<file path="src/rtl/wb_regfile.sv">
// wb_regfile -- write-back stage register plus 32x32 architectural register file.
//
// The memory-access result (regData_i/regAddr_i/regWr_i) is captured into the
// WB slot on every edge. On the next edge the slot commits to the GPR array.
// While the slot waits to commit, it bypasses to the two combinational read
// ports. The slot is also exported as a forwarding source for execute.
//
// Ports
//   clk, rst               clock; asynchronous active-low reset
//   regData_i/regAddr_i/   result, destination and write enable from the
//   regWr_i                memory-access stage
//   rAddr1/rAddr2          read indices
//   rData1/rData2          combinational read data (r0 reads 0, slot bypass)
//   fwdData/fwdAddr/fwdWr  WB slot copy; fwdWr is cleared for r0
//   retireCnt              committed-write counter
//
// Optional feature: define WB_RETIRE_CNT_EN to build retireCnt. Without the
// macro, retireCnt is tied to zero and no counter logic is built.

// One read port: r0 reads zero, a pending slot write wins, else the array.
module wb_rd_port #(
  parameter int DATA_W  = 32,
  parameter int ADDR_W  = 5,
  parameter int REG_NUM = 32
) (
  input  logic [REG_NUM-1:0][DATA_W-1:0] gpr,
  input  logic                           byp_wr,
  input  logic [ADDR_W-1:0]              byp_addr,
  input  logic [DATA_W-1:0]              byp_data,
  input  logic [ADDR_W-1:0]              raddr,
  output logic [DATA_W-1:0]              rdata
);
  always_comb begin
    rdata = gpr[raddr];
    if (raddr == '0)                         rdata = '0;
    else if (byp_wr && byp_addr == raddr)    rdata = byp_data;
  end
endmodule

module wb_regfile #(
  parameter int DATA_W  = 32,
  parameter int ADDR_W  = 5,
  parameter int REG_NUM = 32
) (
  input  logic              clk,
  input  logic              rst,
  input  logic [DATA_W-1:0] regData_i,
  input  logic [ADDR_W-1:0] regAddr_i,
  input  logic              regWr_i,
  input  logic [ADDR_W-1:0] rAddr1,
  input  logic [ADDR_W-1:0] rAddr2,
  output logic [DATA_W-1:0] rData1,
  output logic [DATA_W-1:0] rData2,
  output logic [DATA_W-1:0] fwdData,
  output logic [ADDR_W-1:0] fwdAddr,
  output logic              fwdWr,
  output logic [31:0]       retireCnt
);
  localparam int NUM_RD = 2;

  // WB slot
  logic [DATA_W-1:0] wb_data_q, wb_data_d;
  logic [ADDR_W-1:0] wb_addr_q, wb_addr_d;
  logic              wb_wr_q,   wb_wr_d;
  logic              commit;

  // GPR array; entry 0 is never written and stays at its reset value.
  logic [REG_NUM-1:0][DATA_W-1:0] gpr_q, gpr_d;

  // A write to r0 is not a real write, so it neither commits nor forwards.
  assign commit = wb_wr_q && (wb_addr_q != '0);

  always_comb begin
    wb_data_d = regData_i;
    wb_addr_d = regAddr_i;
    wb_wr_d   = regWr_i;
    gpr_d     = gpr_q;
    if (commit) gpr_d[wb_addr_q] = wb_data_q;
  end

  always_ff @(posedge clk or negedge rst) begin
    if (!rst) begin
      wb_data_q <= '0;
      wb_addr_q <= '0;
      wb_wr_q   <= 1'b0;
      gpr_q     <= '0;
    end else begin
      wb_data_q <= wb_data_d;
      wb_addr_q <= wb_addr_d;
      wb_wr_q   <= wb_wr_d;
      gpr_q     <= gpr_d;
    end
  end

  assign fwdData = wb_data_q;
  assign fwdAddr = wb_addr_q;
  assign fwdWr   = commit;

  // Read ports
  logic [NUM_RD-1:0][ADDR_W-1:0] rd_addr;
  logic [NUM_RD-1:0][DATA_W-1:0] rd_data;

  assign rd_addr[0] = rAddr1;
  assign rd_addr[1] = rAddr2;

  for (genvar p = 0; p < NUM_RD; p++) begin : g_rd
    wb_rd_port #(.DATA_W(DATA_W), .ADDR_W(ADDR_W), .REG_NUM(REG_NUM)) u_rd (
      .gpr      (gpr_q),
      .byp_wr   (commit),
      .byp_addr (wb_addr_q),
      .byp_data (wb_data_q),
      .raddr    (rd_addr[p]),
      .rdata    (rd_data[p])
    );
  end

  assign rData1 = rd_data[0];
  assign rData2 = rd_data[1];

`ifdef WB_RETIRE_CNT_EN
  // The counter advances on the edge where the array is actually written.
  // It wraps silently.
  logic [31:0] cnt_q, cnt_d;

  always_comb begin
    cnt_d = cnt_q;
    if (commit) cnt_d = cnt_q + 32'd1;
  end

  always_ff @(posedge clk or negedge rst) begin
    if (!rst) cnt_q <= '0;
    else      cnt_q <= cnt_d;
  end

  assign retireCnt = cnt_q;
`else
  assign retireCnt = 32'd0;
`endif

endmodule

</file>
<file path="config.mk">
export PLATFORM = sky130hd
export DESIGN_NAME = wb_regfile
export DESIGN_NICKNAME = d
export VERILOG_FILES = /design/src/rtl/wb_regfile.sv
export SDC_FILE = /design/constraint.sdc
export NUM_CORES = 2
export LEC_CHECK = 0
export CELL_PAD_IN_SITES_DETAIL_PLACEMENT = 1
export CELL_PAD_IN_SITES_GLOBAL_PLACEMENT = 2
export CORE_UTILIZATION = 45
export CTS_BUF_LIST = sky130_fd_sc_hd__clkbuf_8 sky130_fd_sc_hd__clkbuf_16
export DETAILED_ROUTE_END_ITERATION = 7
export PLACE_DENSITY_LB_ADDON = 0.12
export SLEW_MARGIN = 5
export SYNTH_ARGS = -nofsm -noshare
export SYNTH_HDL_FRONTEND = slang
export SYNTH_SLANG_ARGS = --single-unit
</file>
<file path="constraint.sdc">
create_clock -name clk -period 3.9 [get_ports clk]
set_clock_uncertainty 0.15 [all_clocks]
set_input_delay 0.975 -clock clk [delete_from_list [all_inputs] [get_ports clk]]
set_output_delay 0.975 -clock clk [all_outputs]
set_load 0.03 [all_outputs]
</file>
==> impl_metrics.ini <==
[run_status]
outcome = complete, but fails checks
violations = setup timing

[sta]
whs_ns = 0.0807
finalHoldViolCount = 0
timing.final.crit_share_pct = 111
period_minus_slack_ns = 4.32
rsz0062_at_grt = yes
finalMaxSlewViolations = 0
max_slew_margin_pct = 28.0
setup_viol_count_final = 63
setup_ws_ns = -0.424
setup_tns_ns = -17.57
worst_pin_slew_ns = 1.08
clock.fmax_ghz = 0.231

[worst_setup_path]
crit_arrival_ns = 3.20
critical_path.max_fanout = 14
worst-setup-path-type = reg2out
r2r_cells = 6
r2r-end = gpr_q[274]$_DFFE_PN0P_
critPathLaunch = fwdAddr[0]$_DFF_PN0_
cp-end-kind = output pin
ff2ff_setup_slack_ns = 0.74
worst_setup_path_start_kind = register
reg2reg_from = fwdAddr[3]$_DFF_PN0_
critPathRequiredTime_ns = 2.77

[power]
p_per_area_nw_per_um2 = 492
leakage_nw = 31.2
total_power_mw = 35.0
irDropWorstVdd_mv = 0.395

[die]
die-area_um2 = 127000
die_x_um = 357
row_count = 129
ios = 184
initial_core_util_pct = 45.5
dieHeight_um = 357
design.core.area_um2 = 124000

[final_layout]
n_antenna_cell = 0
final_cells = 6077
finalInstanceArea_um2 = 71200
syn_to_final_growth_pct = 25.8
drive_gt1_share_pct = 56.4
nNetsFinal = 4390

[logic_synthesis]
ys.flop_type = dfrtp_1
yosys-top-cells-area = dfrtp_1 (47%), mux2_2 (20%), mux4_2 (15%)
synthesis.area_um2 = 56600
synth_cell_types = 68
yosys_warnings = 0
synth.largest_area_cell = dfrtp_1
syn_inst = 3916
syn_area_per_cell_um2 = 14.4
async_flop_share_pct = 100
synth.top_cells.by_count = dfrtp_1 (1062), mux2_2 (988), mux4_2 (367)
synth_edf_count = 0
synth.most_common_cell = dfrtp_1
synth.yosys.seq_area_share_pct = 47.0
synth_top_area_share_pct = 47.0
ys_seq_elements = 1062

[clocking]
path_clk_slew_ns = 0.06
cts.sinks = 1062
clock-root-buffer = clkbuf_16
cts_tree = done
cts_buffer_depth = 3
insertion_delay_ns = 0.76
htreeDepth = 3
cts_hold_buf = 0
cts_buffers = 120

[drt]
drt_iter0_drc = 3912
drc_errors = 0
firstDrtPassIters = 5
routed_via_density = 6.71
routed_wl_um = 230000
wl_per_cell_um = 37.8
drtAntennaViolNets = 0
vias = 40782

[run]
maxCapViolations = 0

[grt]
grt_pass1_wl_um = 331000
grt_max_degree = 116
grt_pass1_vias = 44084
grt_usage_pct = 36.4
antenna_found_initial = 7
grt-ovfl-total = 0

[hold_path]
holdCritPathClass = in2async

[placement]
io_buffers = 151
gp_congestion = 0.896
placed_area_um2 = 63600
dp_hpwl_um = 147000
dpl.cell_count = 5762
## area by class of cell
type / instances / area [µm²]
clock buffers: 158 / 3550
fillers: 11345 / 53100
inverters: 9 / 33.8
well taps: 1637 / 2050
clock inverters: 64 / 604
flip-flops and latches: 1062 / 26600
repair buffers: 744 / 9090
multi-input cells: 2403 / 29300
## timing repair
item | CTS | global route
gates resized for setup | 235 | 192
setup buffers | 54 | 42
endpoints found under the setup margin | 65 | 64
cloned | 17 | 4
pin swaps | 48 | 75
## through the flow
step	utilization (%)	worst slack, ns
3_5_place_dp	51.2	-0.843
4_1_cts	56.2	-0.361
5_1_grt	57.3	-0.453
6_report	57.3	-0.424
3_3_place_gp	51.2	-0.872
2_1_floorplan	-	0.0399
## worst max-delay path, stage by stage (launching register included)
cell	delay, ns
dfrtp_2	0.48
buf_6	0.16
xnor2_2	0.13
nand4_1	0.23
buf_6	0.21
nor3_4	0.15
buf_6	0.15
nor2b_4	0.05
buf_12	0.17
a221o_2	0.50
buf_12	0.18
## flip-flops by register name (all words and copies together), names as in the netlist
register,count
wb_wr_q,1
fwdAddr,5
fwdData,32
gpr_q,1024
## cell usage in the layout (no fill, tap or decap), types with 28 or more instances in the layout
cell type	synthesis	layout
buf_4	63	388
mux4_2	367	370
a221oi_1	76	48
buf_16	0	30
conb_1	1	32
buf_12	6	180
a221o_1	56	48
dfrtp_1	1062	1059
a22oi_1	94	78
clkbuf_16	0	127
mux2i_1	274	261
a21oi_1	80	46
clkdlybuf4s50_1	0	76
clkbuf_8	0	36
buf_6	30	48
mux2_2	988	988
a221oi_2	2	29
nor2_1	63	41
o22ai_1	51	28
## power breakdown
group / total, mW / internal, mW / switching, mW
Sequential: 14.7 / 13.0 / 1.63
Combinational: 8.45 / 4.66 / 3.79
Clock: 11.9 / 7.05 / 4.88
Total: 35.0 / 24.7 / 10.3
## routing by layer
| layer | up-vias | wire length (µm) | share of wire (%) | GRT usage, % |
|---|---|---|---|---|
| met2 | 1954 | 106000 | 46 | 55.7 |
| met3 | 548 | 20000 | 8.7 | 8.18 |
| met1 | 22338 | 93400 | 41 | 50.0 |
| met4 | 6 | 10600 | 4.6 | 15.4 |
| li1 | 15936 | - | - | - |
| met5 | - | 45 | 0.020 | 0 |
## worst max path at each step
stage                 endpoint  slack [ns]  cells past startpoint
global route         rData1[1]       -0.45                     10
detailed placement  rData2[23]       -0.84                     10
global placement    rData2[23]       -0.87                     10
CTS                 rData1[15]       -0.36                     10
floorplan           rData2[27]        0.04                      9
finish               rData1[1]       -0.42                     10
## kinds of logic after synthesis
family          share of synthesized area, %
buf+inv                                 4.60
flops                                   47.0
compound gates                          6.24
xor+xnor                               0.155
other cells                          0.00663
mux                                     39.8
simple gates                            2.20
Note: power is estimated with default switching activity, not from simulation.
